$ cat config.mk
export PLATFORM = sky130hd
export DESIGN_NAME = bcd_to_binary_seq
export DESIGN_NICKNAME = d
export VERILOG_FILES = /design/src/rtl/bcd_to_binary_seq.sv
export SDC_FILE = /design/constraint.sdc
export NUM_CORES = 1
export LEC_CHECK = 0
export BUFFER_PORTS_ARGS = -buffer_cell sky130_fd_sc_hd__buf_2
export CAP_MARGIN = 25
export CORE_ASPECT_RATIO = 0.8
export CORE_UTILIZATION = 60
export CTS_CLUSTER_SIZE = 20
export DETAILED_ROUTE_END_ITERATION = 8
export PLACE_DENSITY_LB_ADDON = 0.1
export SKIP_CTS_REPAIR_TIMING = 1
export SLEW_MARGIN = 20
export SYNTH_ARGS = -nofsm -noshare
export SYNTH_HDL_FRONTEND = slang
export SYNTH_SLANG_ARGS = --single-unit
export TNS_END_PERCENT = 20
$ cat constraint.sdc
create_clock -name clk -period 3.9 [get_ports clk]
set_input_delay 0.585 -clock clk [delete_from_list [all_inputs] [get_ports clk]]
set_output_delay 0.585 -clock clk [all_outputs]
set_load 0.02 [all_outputs]
$ cat src/rtl/bcd_to_binary_seq.sv
// ---------------------------------------------------------------------------------------------
// bcd_to_binary_seq
//   Sequential BCD-to-binary converter using reverse double-dabble, one shift per clock.
//   A setpoint entered as packed BCD digits becomes an unsigned binary value that can be
//   compared directly against raw ADC codes.
//
// Parameters
//   DIGITS        number of packed BCD digits in bcd_in (4 bits each)
//   BIN_W         width of binary_out; also the number of shift steps per conversion
//
// Ports
//   clk           rising-edge clock
//   rst_n         asynchronous active-low reset
//   in_valid      bcd_in is valid
//   in_ready      converter can accept an input (decoded from state)
//   bcd_in        packed digits, [3:0] = ones, [7:4] = tens, ...
//   out_valid     binary_out and flags are valid
//   out_ready     consumer takes the result
//   binary_out    converted value (0 when a flag is set)
//   err_digit     some input digit was > 9
//   err_overflow  value does not fit in BIN_W bits
// ---------------------------------------------------------------------------------------------
module bcd_to_binary_seq #(
   parameter int unsigned DIGITS = 3,
   parameter int unsigned BIN_W  = 10
) (
   input  logic                  clk,
   input  logic                  rst_n,
   input  logic                  in_valid,
   output logic                  in_ready,
   input  logic [4*DIGITS-1:0]   bcd_in,
   output logic                  out_valid,
   input  logic                  out_ready,
   output logic [BIN_W-1:0]      binary_out,
   output logic                  err_digit,
   output logic                  err_overflow
);

   localparam int unsigned BcdW  = 4 * DIGITS;
   localparam int unsigned WorkW = BcdW + BIN_W;
   localparam int unsigned CntW  = $clog2(BIN_W + 1);

   // StCheck inspects the registered digits; StBad delays the digit error by one edge so the
   // error result appears on the second edge after the accept.
   typedef enum logic [2:0] {
      StIdle,
      StCheck,
      StBad,
      StConv,
      StDone
   } state_e;

   state_e              r_state, w_state_d;
   logic [WorkW-1:0]    r_work, w_work_d;
   logic [CntW-1:0]     r_cnt, w_cnt_d;
   logic                r_out_valid, w_out_valid_d;
   logic [BIN_W-1:0]    r_binary, w_binary_d;
   logic                r_err_digit, w_err_digit_d;
   logic                r_err_ovf, w_err_ovf_d;

   logic                w_bad_digit;
   logic [WorkW-1:0]    w_step;
   logic [CntW-1:0]     w_cnt_inc;

   // One reverse double-dabble step: shift right, then pull every digit that landed at >= 8
   // back by 3 (the inverse of the add-3 correction in the forward direction).
   function automatic logic [WorkW-1:0] f_dabble(input logic [WorkW-1:0] work);
      logic [WorkW-1:0] s;
      s = work >> 1;
      for (int unsigned d = 0; d < DIGITS; d++) begin
         if (s[BIN_W + 4*d + 3]) begin
            s[BIN_W + 4*d +: 4] = s[BIN_W + 4*d +: 4] - 4'd3;
         end
      end
      return s;
   endfunction

   function automatic logic f_any_bad(input logic [BcdW-1:0] bcd);
      logic bad;
      bad = 1'b0;
      for (int unsigned d = 0; d < DIGITS; d++) begin
         if (bcd[4*d +: 4] > 4'd9) begin
            bad = 1'b1;
         end
      end
      return bad;
   endfunction

   assign w_bad_digit = f_any_bad(r_work[WorkW-1 -: BcdW]);
   assign w_step      = f_dabble(r_work);
   assign w_cnt_inc   = r_cnt + 1'b1;
   assign in_ready    = (r_state == StIdle);

   always_comb begin
      w_state_d     = r_state;
      w_work_d      = r_work;
      w_cnt_d       = r_cnt;
      w_out_valid_d = r_out_valid;
      w_binary_d    = r_binary;
      w_err_digit_d = r_err_digit;
      w_err_ovf_d   = r_err_ovf;

      unique case (r_state)
         StIdle: begin
            if (in_valid) begin
               w_work_d      = {bcd_in, {BIN_W{1'b0}}};
               w_err_digit_d = 1'b0;
               w_err_ovf_d   = 1'b0;
               w_state_d     = StCheck;
            end
         end
         StCheck: begin
            w_cnt_d   = '0;
            w_state_d = w_bad_digit ? StBad : StConv;
         end
         StBad: begin
            w_out_valid_d = 1'b1;
            w_binary_d    = '0;
            w_err_digit_d = 1'b1;
            w_err_ovf_d   = 1'b0;
            w_state_d     = StDone;
         end
         StConv: begin
            w_work_d = w_step;
            w_cnt_d  = w_cnt_inc;
            if (w_cnt_inc == CntW'(BIN_W)) begin
               w_out_valid_d = 1'b1;
               w_state_d     = StDone;
               // Anything left in the BCD part means the value needs more than BIN_W bits.
               if (w_step[WorkW-1 -: BcdW] == '0) begin
                  w_binary_d  = w_step[BIN_W-1:0];
                  w_err_ovf_d = 1'b0;
               end else begin
                  w_binary_d  = '0;
                  w_err_ovf_d = 1'b1;
               end
            end
         end
         StDone: begin
            if (out_ready) begin
               w_out_valid_d = 1'b0;
               w_state_d     = StIdle;
            end
         end
         default: begin
            w_state_d     = StIdle;
            w_out_valid_d = 1'b0;
         end
      endcase
   end

   always_ff @(posedge clk or negedge rst_n) begin
      if (!rst_n) begin
         r_state     <= StIdle;
         r_work      <= '0;
         r_cnt       <= '0;
         r_out_valid <= 1'b0;
         r_binary    <= '0;
         r_err_digit <= 1'b0;
         r_err_ovf   <= 1'b0;
      end else begin
         r_state     <= w_state_d;
         r_work      <= w_work_d;
         r_cnt       <= w_cnt_d;
         r_out_valid <= w_out_valid_d;
         r_binary    <= w_binary_d;
         r_err_digit <= w_err_digit_d;
         r_err_ovf   <= w_err_ovf_d;
      end
   end

   assign out_valid    = r_out_valid;
   assign binary_out   = r_binary;
   assign err_digit    = r_err_digit;
   assign err_overflow = r_err_ovf;

endmodule
# After elaboration in Yosys (flattened, before gate mapping)
# Index checks and enable logic that the tools add are counted.
[totals] reg_bits=42 ram_bits=0 input_bits=16 mem_count=0 wordCells=60 latch_bits=0 output_inout_bits=14 mem_bits_ro=0
[classes] add_sub_neg=3 bitwise=1 n_mux=24 shifts=0 n_lt_le_gt_ge=3 reduce_logical=14 n_eq_ne=8 n_mul=0 div=0
[op_table] operator="case mux 22 bit (2 select lines)" count=1
[op_table] operator="2-to-1 mux 22 bit" count=1
[op_table] operator="2-to-1 mux 10 bit" count=2
[op_table] operator="case mux 10 bit (2 select lines)" count=1
[op_table] operator="case mux 3 bit (5 select lines)" count=1
[op_table] operator="> comparator 4 bit, second input constant" count=3
[op_table] operator="zero test 12 bit" count=1
[op_table] operator="2-to-1 mux 1 bit" count=9
[op_table] operator="2-to-1 mux 3 bit" count=3
[op_table] operator="AND reduction 3 bit" count=3
[op_table] operator="2-to-1 mux 4 bit" count=2
[op_table] operator="case mux 4 bit (2 select lines)" count=1
[op_table] operator="nonzero test 2 bit" count=4
[op_table] operator="subtractor 4 x 2 -> 4 bit, second input constant" count=2
[op_table] operator="== test 3 x 2 -> 1 bit, second input constant" count=2
[op_table] operator="inequality test 2 bit, second input constant" count=3
[op_table] operator="AND reduction 2 bit" count=3
[op_table] operator="adder 4 x 1 -> 4 bit, second input constant" count=1
[op_table] operator="== test 4 bit, second input constant" count=1
[op_table] operator="case mux 1 bit (4 select lines)" count=1
[op_table] operator="== test 3 x 1 -> 1 bit, second input constant" count=1
[op_table] operator="== test 3 bit, second input constant" count=1
[op_table] operator="zero test 3 bit" count=1
[op_table] operator="case mux 1 bit (3 select lines)" count=1
[op_table] operator="4 further kinds" count=4

# Depth between registers and ports, before layout
[logic_depth] ltp_word=6 mapped_depth=7 ltp_nobuf=6

# Worst setup path after synthesis
# No wires, ideal clock.
[synth_path] path_kind="register to register" start="register r_work[15]" end="register r_err_ovf (netlist: err_overflow)" n_path_buf=0 required_ns=3.780 t_arrival_ns=1.648 setup_ns=0.120 path_stages_with_launch=6 setup_slack_ns=2.132 path_cell_list="dfrtp_1 -> ha_1 -> mux2_4 -> and4bb_2 -> nand4b_1 -> a31o_2"
[synth_between] elab_chain_cells=6
[synth_rtl] element="from (decl)" line_no="54" source="logic [WorkW-1:0] r_work, w_work_d;"
[synth_rtl] element="from (signal assigned)" line_no="163" source="r_work <= w_work_d;"
[synth_rtl] element="subtractor 4 x 2 -> 4 bit" line_no="72" source="s[BIN_W + 4*d +: 4] = s[BIN_W + 4*d +: 4] - 4'd3;"
[synth_rtl] element="2-to-1 mux 4 bit *" line_no="71" source="if (s[BIN_W + 4*d + 3]) begin"
[synth_rtl] element="zero test 12 bit *" line_no="130" source="if (w_step[WorkW-1 -: BcdW] == '0) begin"
[synth_rtl] element="2-to-1 mux 1 bit *" line_no="130"
[synth_rtl] element="2-to-1 mux 1 bit *" line_no="126" source="if (w_cnt_inc == CntW'(BIN_W)) begin"
[synth_rtl] element="case mux 1 bit (3 select lines) *" line_no="103" source="unique case (r_state)"
[synth_rtl] element="to (signal assigned)" line_no="168" source="r_err_ovf <= w_err_ovf_d;"
[synth_rtl] element="to (decl)" line_no="59" source="logic r_err_ovf, w_err_ovf_d;"
# Mark *: on every way between the ends. The rest lies on a longest branch, timed or not. The select of a mux whose other input is x is not followed.
# A chain may end at the register's enable or synchronous reset.

# Worst setup path in the final report
[layout_path] start="register r_state[1]" end="register r_work[16]"
[layout_between] elab_chain_cells=3 word_cells_on_any_way=6
[layout_rtl] element="from (decl)" line_no="53" source="state_e r_state, w_state_d;"
[layout_rtl] element="from (signal assigned)" line_no="154" source="r_state <= StIdle;"
[layout_rtl] element="from (signal assigned)" line_no="162" source="r_state <= w_state_d;"
[layout_rtl] element="== test 3 x 2 -> 1 bit / zero test 3 bit (equally long branches)" line_no="103"
[layout_rtl] element="nonzero test 2 bit (no source line) / inequality test 2 bit (equally long branches)"
[layout_rtl] element="AND reduction 2 bit (no source line)"
# Several ways; a longest one is shown, not always the timed one.

==> reports/metrics.cfg <==
[outcome]
status=finished, final reports clean

[synthesis]
synth_commonest_cells=dfrtp_1, inv_1, a21oi_1
ys.warnings.count=0
yosysUniqueCellTypes=45
synth.most_common_cell=dfrtp_1
ys.flop_type=dfrtp_1
synth-simple-area-share_pct=14.7
synth_area_leaders=dfrtp_1, o31ai_1, a22o_1
ys_seq_elements=41
ys_seq_area_share_pct=50.3
synth-xor-area-share_pct=1.29
synth_compound_gate_area_share_pct=23.7
synth_top_area_share_pct=50.3
syn-num-nets=221
synth_top_family_by_area=compound AO/OA/AOI/OAI gates
synth_mux_area_share_pct=1.47
syn_inst=201
async_flop_share_pct=100
syn_avg_cell_area_um2=10.1
netlist_area_mm2=0.00204
synthAdderAreaFrac_pct=2.45
yosys.area.top_type=dfrtp_1
synth_edf_count=0

[sta]
period_needed_ns=2.38
setup_violations=0
tightestPinTransition_ns=0.908
slew_headroom_pct=39.5
finalCritPeriodShare_pct=61.0
rsz0062_at_grt=false
tns_ns=0
hold_viol=0
fmax_ghz=0.420
slew_violations=0
clock_skew_ns=0.00823

[worst_setup_path]
critPathRequiredTime_ns=4.08
reg2reg_to=r_work[16]
r2r_start=r_state[1]
end_kind=flop
slowest_delay_ns=0.76
critical_path_class=reg -> reg
worstPathArrival_ns=2.56
critPathLaunchType=flop
cp_max_fo=18
ff2ff_path_depth=4
r2r_slack_ns=1.52
cp_cell_sequence=nor2b_2, and2_0, nor2_4, a221o_1
cpMaxStageDelayCell=and2_0

[cts]
ctsHtreeMaxLevel=2
cts_buffers=5
cts_tree=built
insertion_delay_ns=0.30
path_clk_slew_ns=0.08
clockBufferDepth=2
clock-sinks=41
cts_root_buffer=clkbuf_8

[global_routing]
grt_first_pass_wirelength_mm=7.17
overflow=0
grt_max_degree=42
grt_pass1_vias=1435
grt_use_total_pct=27.7
antenna_found_initial=0

[floorplanning]
boundaryPins=30
rows=18
fp.dieH_um=54.1
start_util_pct=64.7
die_area_mm2=0.00364
die_w_um=67.2
core_region_area_mm2=0.00315

[detailed_routing]
vias=1675
post_drt_wl_per_cell_um=16.5
first_iter_violations=176
avgViaCountPerCell=6.23
drc=0
drt-pass1-iter-count=4
drtAntennaViolNets=0
wirelength_mm=4.43

[power]
total_leakage_power_nw=1.10
ir_drop_mv=0.543
pwr_density_cell_mw_per_mm2=733

[job]
drv_cap=0

[finish]
nets=248
drive_above_1_share_pct=20.5
syn_to_final_growth_pct=14.2
n_antenna_cell=0
final_cell_area_mm2=0.00233

[placement]
portBuffers=29
place.gp.congestion=0.827
postPlaceCellArea_mm2=0.00219
dp_hpwl_mm=3.10

[worst_hold_path]
hp-class=in -> async

through the flow:
| stage | instances | hold slack [ns] | util [%] | power [mW] | setup WS (ns) |
|---|---|---|---|---|---|
| floorplan | 201 | 0.289 | - | 1.15 | 2.13 |
| global placement | 261 | 0.476 | 69.5 | 1.25 | 1.71 |
| detailed placement | 261 | 0.490 | 69.5 | 1.29 | 1.61 |
| CTS | 269 | 0.427 | 73.9 | 1.71 | 1.56 |
| global route | 269 | 0.465 | 73.9 | 1.82 | 1.38 |
| finish | 269 | 0.390 | 73.9 | 1.71 | 1.52 |
where the power goes:
| group | internal, mW | total, mW | switching [mW] |
|---|---|---|---|
| Combinational | 0.251 | 0.605 | 0.354 |
| Clock | 0.258 | 0.413 | 0.155 |
| Sequential | 0.536 | 0.691 | 0.154 |
layout make-up:
class	count	area [um2]
clock buffers	5	68.8
well taps	40	50.0
clock inverters	3	68.8
multi-input cells	130	888
fillers	221	823
repair buffers	30	153
inverters	20	75.1
flip-flops and latches	41	1030
worst max-delay path by stage:
stage | startpoint | endpoint | slack, ns | cells after the start
2_1_floorplan | r_work[15] | err_overflow | 2.13 | 5
3_3_place_gp | r_state[1] | r_work[12] | 1.71 | 4
3_5_place_dp | r_state[1] | r_work[16] | 1.61 | 4
4_1_cts | r_state[1] | r_work[16] | 1.56 | 4
5_1_grt | r_state[1] | r_work[16] | 1.38 | 4
6_report | r_state[1] | r_work[16] | 1.52 | 4
cell usage in the layout, fill, tap and decap left out, types with 2 or more instances in the layout:
master,count
a221o_1,2
nor2b_1,2
o21ai_0,10
buf_2,29
mux2_4,2
nor2_1,7
a211o_1,2
clkbuf_8,5
o22ai_1,9
or3_1,2
o31ai_1,11
a21oi_1,15
nor2_4,2
o211ai_1,2
dfrtp_1,41
and2_1,2
nand3_1,12
ha_1,4
nand2_1,13
inv_1,20
a22o_1,9
xor2_1,2
bufinv_16,2
critical path: cells and delay by family, from the launching register on:
kind | cells | cell delay [ns]
compound gates | 1 | 0.36
simple gates | 3 | 1.34
flops | 1 | 0.55
sequential cells by signal (all words and copies together) (netlist names):
| name | flops |
|---|---|
| err_overflow | 1 |
| r_state | 3 |
| r_work | 21 |
| err_digit | 1 |
| out_valid | 1 |
| binary_out | 10 |
| r_cnt | 4 |
per-layer routing:
metal	vias up	track usage, %	share of wire (%)
li1	784	-	-
met1	823	40.6	47
met2	60	40.2	47
met3	8	4.87	5.1
met4	0	11.7	1.6
met5	-	0	0
cells by family (layout without fill, tap and decap cells):
group,count (synthesis),in the layout
xor gates and xnor gates,3,3
AOI/OAI and AO/OA,70,70
buffers and inverters,30,58
DFF,41,41
and+or+nand+nor,51,51
adders and majority gates,4,4
muxes,2,2
Power figures use the tool's default switching activity.
